--- src/rtl/lcd_pkg.sv ---
// Shared constants for the LCD rectangle-fill engine: CPU register map,
// panel command bytes, master offsets, FSM states and the window command sequence.
package lcd_pkg;

    localparam logic [3:0] REG_XWIN  = 4'h0;
    localparam logic [3:0] REG_YWIN  = 4'h4;
    localparam logic [3:0] REG_COLOR = 4'h8;
    localparam logic [3:0] REG_CTRL  = 4'hC;

    localparam logic [7:0] CMD_CASET = 8'h2A;
    localparam logic [7:0] CMD_PASET = 8'h2B;
    localparam logic [7:0] CMD_RAMWR = 8'h2C;

    localparam logic [7:0] MOFF_CMD = 8'h00;
    localparam logic [7:0] MOFF_PIX = 8'h04;

    localparam logic [3:0] LAST_CMD_IDX = 4'd10;

    typedef enum logic [1:0] {
        ST_IDLE = 2'd0,
        ST_CMD  = 2'd1,
        ST_PIX  = 2'd2,
        ST_FIN  = 2'd3
    } fill_state_e;

    // {rs, byte} for word idx of the window setup; rs=0 marks a command byte.
    function automatic logic [8:0] cmd_word(input logic [3:0] idx,
                                            input logic [8:0] x0, input logic [8:0] x1,
                                            input logic [8:0] y0, input logic [8:0] y1);
        logic [8:0] w;
        case (idx)
            4'd0:    w = {1'b0, CMD_CASET};
            4'd1:    w = {1'b1, 7'b0, x0[8]};
            4'd2:    w = {1'b1, x0[7:0]};
            4'd3:    w = {1'b1, 7'b0, x1[8]};
            4'd4:    w = {1'b1, x1[7:0]};
            4'd5:    w = {1'b0, CMD_PASET};
            4'd6:    w = {1'b1, 7'b0, y0[8]};
            4'd7:    w = {1'b1, y0[7:0]};
            4'd8:    w = {1'b1, 7'b0, y1[8]};
            4'd9:    w = {1'b1, y1[7:0]};
            default: w = {1'b0, CMD_RAMWR};
        endcase
        return w;
    endfunction

endpackage

--- src/rtl/lcd_bus_wr.sv ---
// Single-word master write: holds a word until m_ready, then drops m_valid
// for one cycle; the next request is taken in that idle cycle.
module lcd_bus_wr (
    input  logic        clk,
    input  logic        resetn,
    input  logic        req,
    input  logic [31:0] req_addr,
    input  logic [31:0] req_wdata,
    output logic        ack,
    output logic        m_valid,
    output logic [31:0] m_addr,
    output logic [31:0] m_wdata,
    output logic [3:0]  m_wstrb,
    input  logic        m_ready
);

    logic        m_valid_q, m_valid_d;
    logic [31:0] m_addr_q, m_addr_d;
    logic [31:0] m_wdata_q, m_wdata_d;

    // m_ready is only meaningful while a word is outstanding
    assign ack = m_valid_q & m_ready;

    always_comb begin
        m_valid_d = m_valid_q;
        m_addr_d  = m_addr_q;
        m_wdata_d = m_wdata_q;
        if (m_valid_q) begin
            if (m_ready) begin
                m_valid_d = 1'b0;
            end
        end else if (req) begin
            m_valid_d = 1'b1;
            m_addr_d  = req_addr;
            m_wdata_d = req_wdata;
        end
    end

    always_ff @(posedge clk or negedge resetn) begin
        if (!resetn) begin
            m_valid_q <= 1'b0;
            m_addr_q  <= '0;
            m_wdata_q <= '0;
        end else begin
            m_valid_q <= m_valid_d;
            m_addr_q  <= m_addr_d;
            m_wdata_q <= m_wdata_d;
        end
    end

    assign m_valid = m_valid_q;
    assign m_addr  = m_addr_q;
    assign m_wdata = m_wdata_q;
    assign m_wstrb = {4{m_valid_q}};

endmodule

--- src/rtl/lcd_fill.sv ---
// LCD rectangle fill: CPU-programmed window/colour, then streams the 11-word
// window setup and one pixel word per window pixel to the LCD controller.
module lcd_fill
    import lcd_pkg::*;
#(
    parameter logic [31:0] LCD_BASE = 32'h0000_0000
) (
    input  logic        clk,
    input  logic        resetn,
    input  logic        s_valid,
    output logic        s_ready,
    input  logic [31:0] s_addr,
    input  logic [31:0] s_wdata,
    input  logic [3:0]  s_wstrb,
    output logic [31:0] s_rdata,
    output logic        m_valid,
    input  logic        m_ready,
    output logic [31:0] m_addr,
    output logic [31:0] m_wdata,
    output logic [3:0]  m_wstrb
);

    fill_state_e state_q, state_d;
    logic [3:0]  cmd_idx_q, cmd_idx_d;
    logic [17:0] pix_cnt_q, pix_cnt_d;
    logic [8:0]  x0_q, x0_d, x1_q, x1_d, y0_q, y0_d, y1_q, y1_d;
    logic [8:0]  lx0_q, lx0_d, lx1_q, lx1_d, ly0_q, ly0_d, ly1_q, ly1_d;
    logic [15:0] color_q, color_d, lcolor_q, lcolor_d;
    logic        done_q, done_d, err_q, err_d;
    logic        acc_q, acc_d, s_ready_q, s_ready_d;
    logic [31:0] s_rdata_q, s_rdata_d;

    logic        busy, start, bus_req, bus_ack;
    logic [31:0] rd_val, req_addr, req_wdata;
    logic [9:0]  win_w, win_h;
    logic [19:0] pix_total;
    logic        unused_bits;

    assign busy  = (state_q != ST_IDLE);
    assign start = acc_q && (s_addr[3:0] == REG_CTRL) && s_wstrb[0] && s_wdata[0];
    assign win_w = {1'b0, x1_q} - {1'b0, x0_q} + 10'd1;
    assign win_h = {1'b0, y1_q} - {1'b0, y0_q} + 10'd1;
    // Counter holds pixels-remaining minus one so a full 512x512 window fits in 18 bits
    assign pix_total   = {10'd0, win_w} * {10'd0, win_h} - 20'd1;
    assign unused_bits = ^{s_addr[31:4], s_wdata[31:25], pix_total[19:18]};

    always_comb begin
        case (s_addr[3:0])
            REG_XWIN:  rd_val = {7'b0, x1_q, 7'b0, x0_q};
            REG_YWIN:  rd_val = {7'b0, y1_q, 7'b0, y0_q};
            REG_COLOR: rd_val = {16'b0, color_q};
            REG_CTRL:  rd_val = {29'b0, err_q, done_q, busy};
            default:   rd_val = '0;
        endcase
    end

    always_comb begin
        state_d   = state_q;
        cmd_idx_d = cmd_idx_q;
        pix_cnt_d = pix_cnt_q;
        x0_d = x0_q;  x1_d = x1_q;  y0_d = y0_q;  y1_d = y1_q;
        lx0_d = lx0_q; lx1_d = lx1_q; ly0_d = ly0_q; ly1_d = ly1_q;
        color_d   = color_q;
        lcolor_d  = lcolor_q;
        done_d    = done_q;
        err_d     = err_q;
        acc_d     = s_valid && !acc_q && !s_ready_q;
        s_ready_d = acc_q;
        s_rdata_d = '0;

        case (state_q)
            ST_CMD: if (bus_ack) begin
                if (cmd_idx_q == LAST_CMD_IDX) state_d = ST_PIX;
                else                           cmd_idx_d = cmd_idx_q + 4'd1;
            end
            ST_PIX: if (bus_ack) begin
                if (pix_cnt_q == '0) state_d = ST_FIN;
                else                 pix_cnt_d = pix_cnt_q - 18'd1;
            end
            ST_FIN: begin
                state_d = ST_IDLE;
                done_d  = 1'b1;
            end
            default: ;
        endcase

        if (acc_q) begin
            if (s_wstrb == 4'b0000) begin
                s_rdata_d = rd_val;
            end else if (!busy) begin
                case (s_addr[3:0])
                    REG_XWIN: begin
                        x0_d = {s_wstrb[1] ? s_wdata[8]  : x0_q[8], s_wstrb[0] ? s_wdata[7:0]   : x0_q[7:0]};
                        x1_d = {s_wstrb[3] ? s_wdata[24] : x1_q[8], s_wstrb[2] ? s_wdata[23:16] : x1_q[7:0]};
                    end
                    REG_YWIN: begin
                        y0_d = {s_wstrb[1] ? s_wdata[8]  : y0_q[8], s_wstrb[0] ? s_wdata[7:0]   : y0_q[7:0]};
                        y1_d = {s_wstrb[3] ? s_wdata[24] : y1_q[8], s_wstrb[2] ? s_wdata[23:16] : y1_q[7:0]};
                    end
                    REG_COLOR: begin
                        color_d = {s_wstrb[1] ? s_wdata[15:8] : color_q[15:8],
                                   s_wstrb[0] ? s_wdata[7:0]  : color_q[7:0]};
                    end
                    default: ;
                endcase
            end
        end

        if (start && !busy) begin
            done_d = 1'b0;
            if ((x1_q < x0_q) || (y1_q < y0_q)) begin
                err_d = 1'b1;
            end else begin
                err_d     = 1'b0;
                state_d   = ST_CMD;
                cmd_idx_d = '0;
                pix_cnt_d = pix_total[17:0];
                lx0_d = x0_q; lx1_d = x1_q; ly0_d = y0_q; ly1_d = y1_q;
                lcolor_d  = color_q;
            end
        end
    end

    always_ff @(posedge clk or negedge resetn) begin
        if (!resetn) begin
            state_q   <= ST_IDLE;
            cmd_idx_q <= '0;
            pix_cnt_q <= '0;
            x0_q <= '0;  x1_q <= '0;  y0_q <= '0;  y1_q <= '0;
            lx0_q <= '0; lx1_q <= '0; ly0_q <= '0; ly1_q <= '0;
            color_q   <= '0;
            lcolor_q  <= '0;
            done_q    <= 1'b0;
            err_q     <= 1'b0;
            acc_q     <= 1'b0;
            s_ready_q <= 1'b0;
            s_rdata_q <= '0;
        end else begin
            state_q   <= state_d;
            cmd_idx_q <= cmd_idx_d;
            pix_cnt_q <= pix_cnt_d;
            x0_q <= x0_d;  x1_q <= x1_d;  y0_q <= y0_d;  y1_q <= y1_d;
            lx0_q <= lx0_d; lx1_q <= lx1_d; ly0_q <= ly0_d; ly1_q <= ly1_d;
            color_q   <= color_d;
            lcolor_q  <= lcolor_d;
            done_q    <= done_d;
            err_q     <= err_d;
            acc_q     <= acc_d;
            s_ready_q <= s_ready_d;
            s_rdata_q <= s_rdata_d;
        end
    end

    assign s_ready   = s_ready_q;
    assign s_rdata   = s_rdata_q;
    assign bus_req   = (state_q == ST_CMD) || (state_q == ST_PIX);
    assign req_addr  = {LCD_BASE[31:8], (state_q == ST_PIX) ? MOFF_PIX : MOFF_CMD};
    assign req_wdata = (state_q == ST_PIX) ? {16'b0, lcolor_q}
                                           : {23'b0, cmd_word(cmd_idx_q, lx0_q, lx1_q, ly0_q, ly1_q)};

    lcd_bus_wr u_bus_wr (
        .clk       (clk),
        .resetn    (resetn),
        .req       (bus_req),
        .req_addr  (req_addr),
        .req_wdata (req_wdata),
        .ack       (bus_ack),
        .m_valid   (m_valid),
        .m_addr    (m_addr),
        .m_wdata   (m_wdata),
        .m_wstrb   (m_wstrb),
        .m_ready   (m_ready)
    );

endmodule

--- config.mk ---
export PLATFORM = sky130hd
export DESIGN_NAME = lcd_fill
export DESIGN_NICKNAME = d
export VERILOG_FILES = /design/src/rtl/lcd_pkg.sv /design/src/rtl/lcd_bus_wr.sv /design/src/rtl/lcd_fill.sv
export SDC_FILE = /design/constraint.sdc
export NUM_CORES = 1
export LEC_CHECK = 0
export ABC_AREA = 1
export CORE_UTILIZATION = 30
export CTS_BUF_LIST = sky130_fd_sc_hd__clkbuf_4
export DETAILED_ROUTE_END_ITERATION = 10
export PLACE_DENSITY_LB_ADDON = 0.25
export SYNTH_ARGS = -nofsm -noshare
export SYNTH_HDL_FRONTEND = slang
export SYNTH_SLANG_ARGS = --single-unit
--- constraint.sdc ---
create_clock -name clk -period 7.2 [get_ports clk]
set_input_delay 1.44 -clock clk [delete_from_list [all_inputs] [get_ports clk]]
set_output_delay 1.44 -clock clk [all_outputs]
set_load 0.02 [all_outputs]
==> impl_metrics.csv <==
group,metric,value,unit
floorplan,die_w,208,µm
critical_path,cpMaxStageDelayCell,"fa_1",
synth,avgSynthCellArea,8.17,µm²
sta,finalSetupViolCount,0,
floorplan,dieArea,43400,µm²
grt,overflow,0,
floorplan,row_count,75,
cells_and_area,multi_input_area,6910,µm²
synth,ys_top_cells_by_area,"dfrtp_1 34%, fa_1 12%, nand2_1 10%",
critical_path,cp.required,7.69,ns
floorplan,start_util,30.5,%
sta,timing.final.ws_setup,0.538,ns
clocking,cts_root_buf,"clkbuf_4",
critical_path,worst_setup_path_end_kind,"flip-flop",
placement,pre_cts_ws,0.518,ns
sta,tightest_slew,1.20,ns
sta,slew_headroom,19.7,%
clocking,cts_buffer_depth,2,
clocking,cts_resized,0,
sta,fmax,150,MHz
critical_path,max_stage_delay,0.54,ns
cells_and_area,final_nets,1889,
placement,dp.cells,2165,
critical_path,cp.arrival,7.15,ns
run,cap_violations,0,
synth,synth_top_area_share,34.3,%
critical_path,cp_max_fo,6,
grt,grt_pass1_vias,10000,
synth,syn_inst,1563,
clocking,cts_setup_buffers,0,
clocking,htreeDepth,4,
cells_and_area,drive_gt1_share,4.41,%
sta,rsz0062_at_grt,"no",
drt,drt-wirelength-per-cell,15.1,µm
hold_path,hp-class,"reg -> reg",
critical_path,regToRegSetupSlack,0.54,ns
status,outcome,"completed",
sta,period_needed,6.66,ns
floorplan,die_h,208,µm
critical_path,cp-start-kind,"flip-flop",
clocking,clock_latency,0.60,ns
clocking,clkTransAtPathRegs,0.15,ns
drt,totalWireLength,33200,µm
sta,hold_slack,0.424,ns
floorplan,ios,174,
drt,num_vias,9994,
cells_and_area,synthToLayoutAreaGrowth,11.9,%
synth,yosysMostFrequentCell,"nand2_1",
synth,yosys_warnings,0,
sta,hold_viol_final,0,
drt,vias_per_cell,4.55,
synth,yosysTopAreaCell,"dfrtp_1",
grt,grt_max_degree,121,
sta,slew_viol_final,0,
grt,antenna_found_initial,1,
clocking,clock-sinks,175,
sta,period_share,92.5,%
placement,dpl.hpwl,26000,µm
cells_and_area,nFillCells,4425,
synth,ys_ff_latch,175,
synth,synth_common_cells,"349 x nand2_1, 286 x inv_1, 175 x dfrtp_1, 123 x nor2_1, 94 x ha_1",
grt,grt_usage,16.0,%
clocking,cts_tree,"done",
synth,syn_area,12800,µm²
cells_and_area,seqCellArea,4380,µm²
placement,port_buffers,84,
drt,drt_iter0_drc,549,
critical_path,crit_type,"reg -> reg",
drt,drcViolationCount,0,
synth,synth-async-reset-ratio,100,%
floorplan,core-area,41900,µm²
sta,setup_tns,0,ns
drt,drt_first_pass_iters,5,
sta,clock_skew,0.0265,ns
clocking,cts_made_buffers,17,
synth,synthDistinctLibCells,47,
critical_path,worst_path_most_repeated_cell,"inv_1",
synth,ys.flop_type,"dfrtp_1",
clocking,cts_hold_buffers,0,
synth,synth-edff-count,0,
placement,place_congestion,0.848,
synth,yosysSeqAreaShare,34.3,%
drt,ant_nets,0,
grt,grt_pass1_wl,54400,µm
cells_and_area,final_cells,2197,
==> per-layer routing <==
metal	vias to the layer above	global-route usage (%)	share of wire [%]
met2	181	26.6	47
met5	-	0	0
met3	40	2.07	3.1
met4	0	4.39	2.0
met1	4829	21.7	48
li1	4944	-	-
==> cell type report <==
| cell class | count | area share (%) |
|---|---|---|
| timing repair buffer | 97 | 6.57 |
| antenna | 1 | 0.0175 |
| inverter | 295 | 7.75 |
| clock inverter | 14 | 1.13 |
| clock buffer | 17 | 0.892 |
| tap | 539 | 4.72 |
| sequential | 175 | 30.6 |
| multi-input combinational | 1059 | 48.3 |
==> critical path, delay by kind of cell, from the launching register on <==
| family | cells | cell delay [ns] |
|---|---|---|
| xor+xnor | 2 | 0.36 |
| fa+ha+maj | 9 | 3.84 |
| compound gates | 5 | 0.90 |
| buf+inv | 9 | 0.67 |
| flops | 1 | 0.46 |
| simple gates | 5 | 0.34 |
==> cell usage in the layout (no fill, tap or decap), types with 3 or more instances in the layout <==
cell / n
nor2_2: 5
conb_1: 54
dfrtp_1: 175
clkinvlp_4: 3
nand2_1: 349
xnor2_1: 12
nand3b_1: 4
fa_1: 78
nand3_1: 46
nor3_1: 17
a221oi_1: 4
xor2_1: 22
o211ai_1: 5
a22o_1: 8
clkbuf_4: 17
a21oi_1: 41
nor2_1: 123
o21ai_0: 78
inv_1: 286
a21o_1: 3
ha_1: 94
buf_4: 13
nor2_4: 3
o21ai_1: 47
o21bai_1: 3
inv_2: 7
clkinv_2: 3
nand4_1: 16
o22ai_1: 20
clkdlybuf4s50_1: 83
a31oi_1: 6
==> final timing paths <==
check                                    startpoint                          endpoint  cells after the start
worst max-delay path            y0_q[1]$_DFFE_PN0P_           pix_cnt_q[12]$_DFF_PN0_                     30
worst max register to register  y0_q[1]$_DFFE_PN0P_           pix_cnt_q[12]$_DFF_PN0_                     30
worst min-delay path                acc_q$_DFF_PN0_                 s_ready$_DFF_PN0_                      0
max in group asynchronous                    resetn            color_q[0]$_DFFE_PN0P_                      2
worst min register to register      acc_q$_DFF_PN0_                 s_ready$_DFF_PN0_                      0
min in group asynchronous                    resetn  u_bus_wr.m_wdata[11]$_DFFE_PN0P_                      1
==> kinds of logic after synthesis <==
| logic type | share of synthesized area (%) |
|---|---|
| and+or+nand+nor | 18.9 |
| buffers and inverters | 13.3 |
| AOI/OAI and AO/OA | 9.77 |
| DFF | 34.3 |
| adders and majority gates | 21.4 |
| xor gates and xnor gates | 2.33 |
| other | 0.0294 |
==> metrics by stage <==
step / utilization [%] / area [µm²]
after floorplan: - / 13000
after global placement: 33.4 / 14000
after detailed placement: 33.4 / 14000
after CTS: 34.1 / 14300
after global routing: 34.1 / 14300
final: 34.1 / 14300
==> registers in the layout (all words and copies together) (netlist names) <==
signal            count
lx1_q                 9
x1_q                  9
err_q                 1
ly0_q                 9
pix_cnt_q            18
lx0_q                 9
s_ready               1
ly1_q                 9
done_q                1
y1_q                  9
u_bus_wr.m_valid      1
x0_q                  9
lcolor_q             16
s_rdata              25
u_bus_wr.m_wdata     16
cmd_idx_q             4
color_q              16
acc_q                 1
u_bus_wr.m_addr       1
y0_q                  9
state_q               2
Power is left out: the tool's default activity adds up to more than one toggle a clock period on the data nets, which glitch-free logic cannot reach.
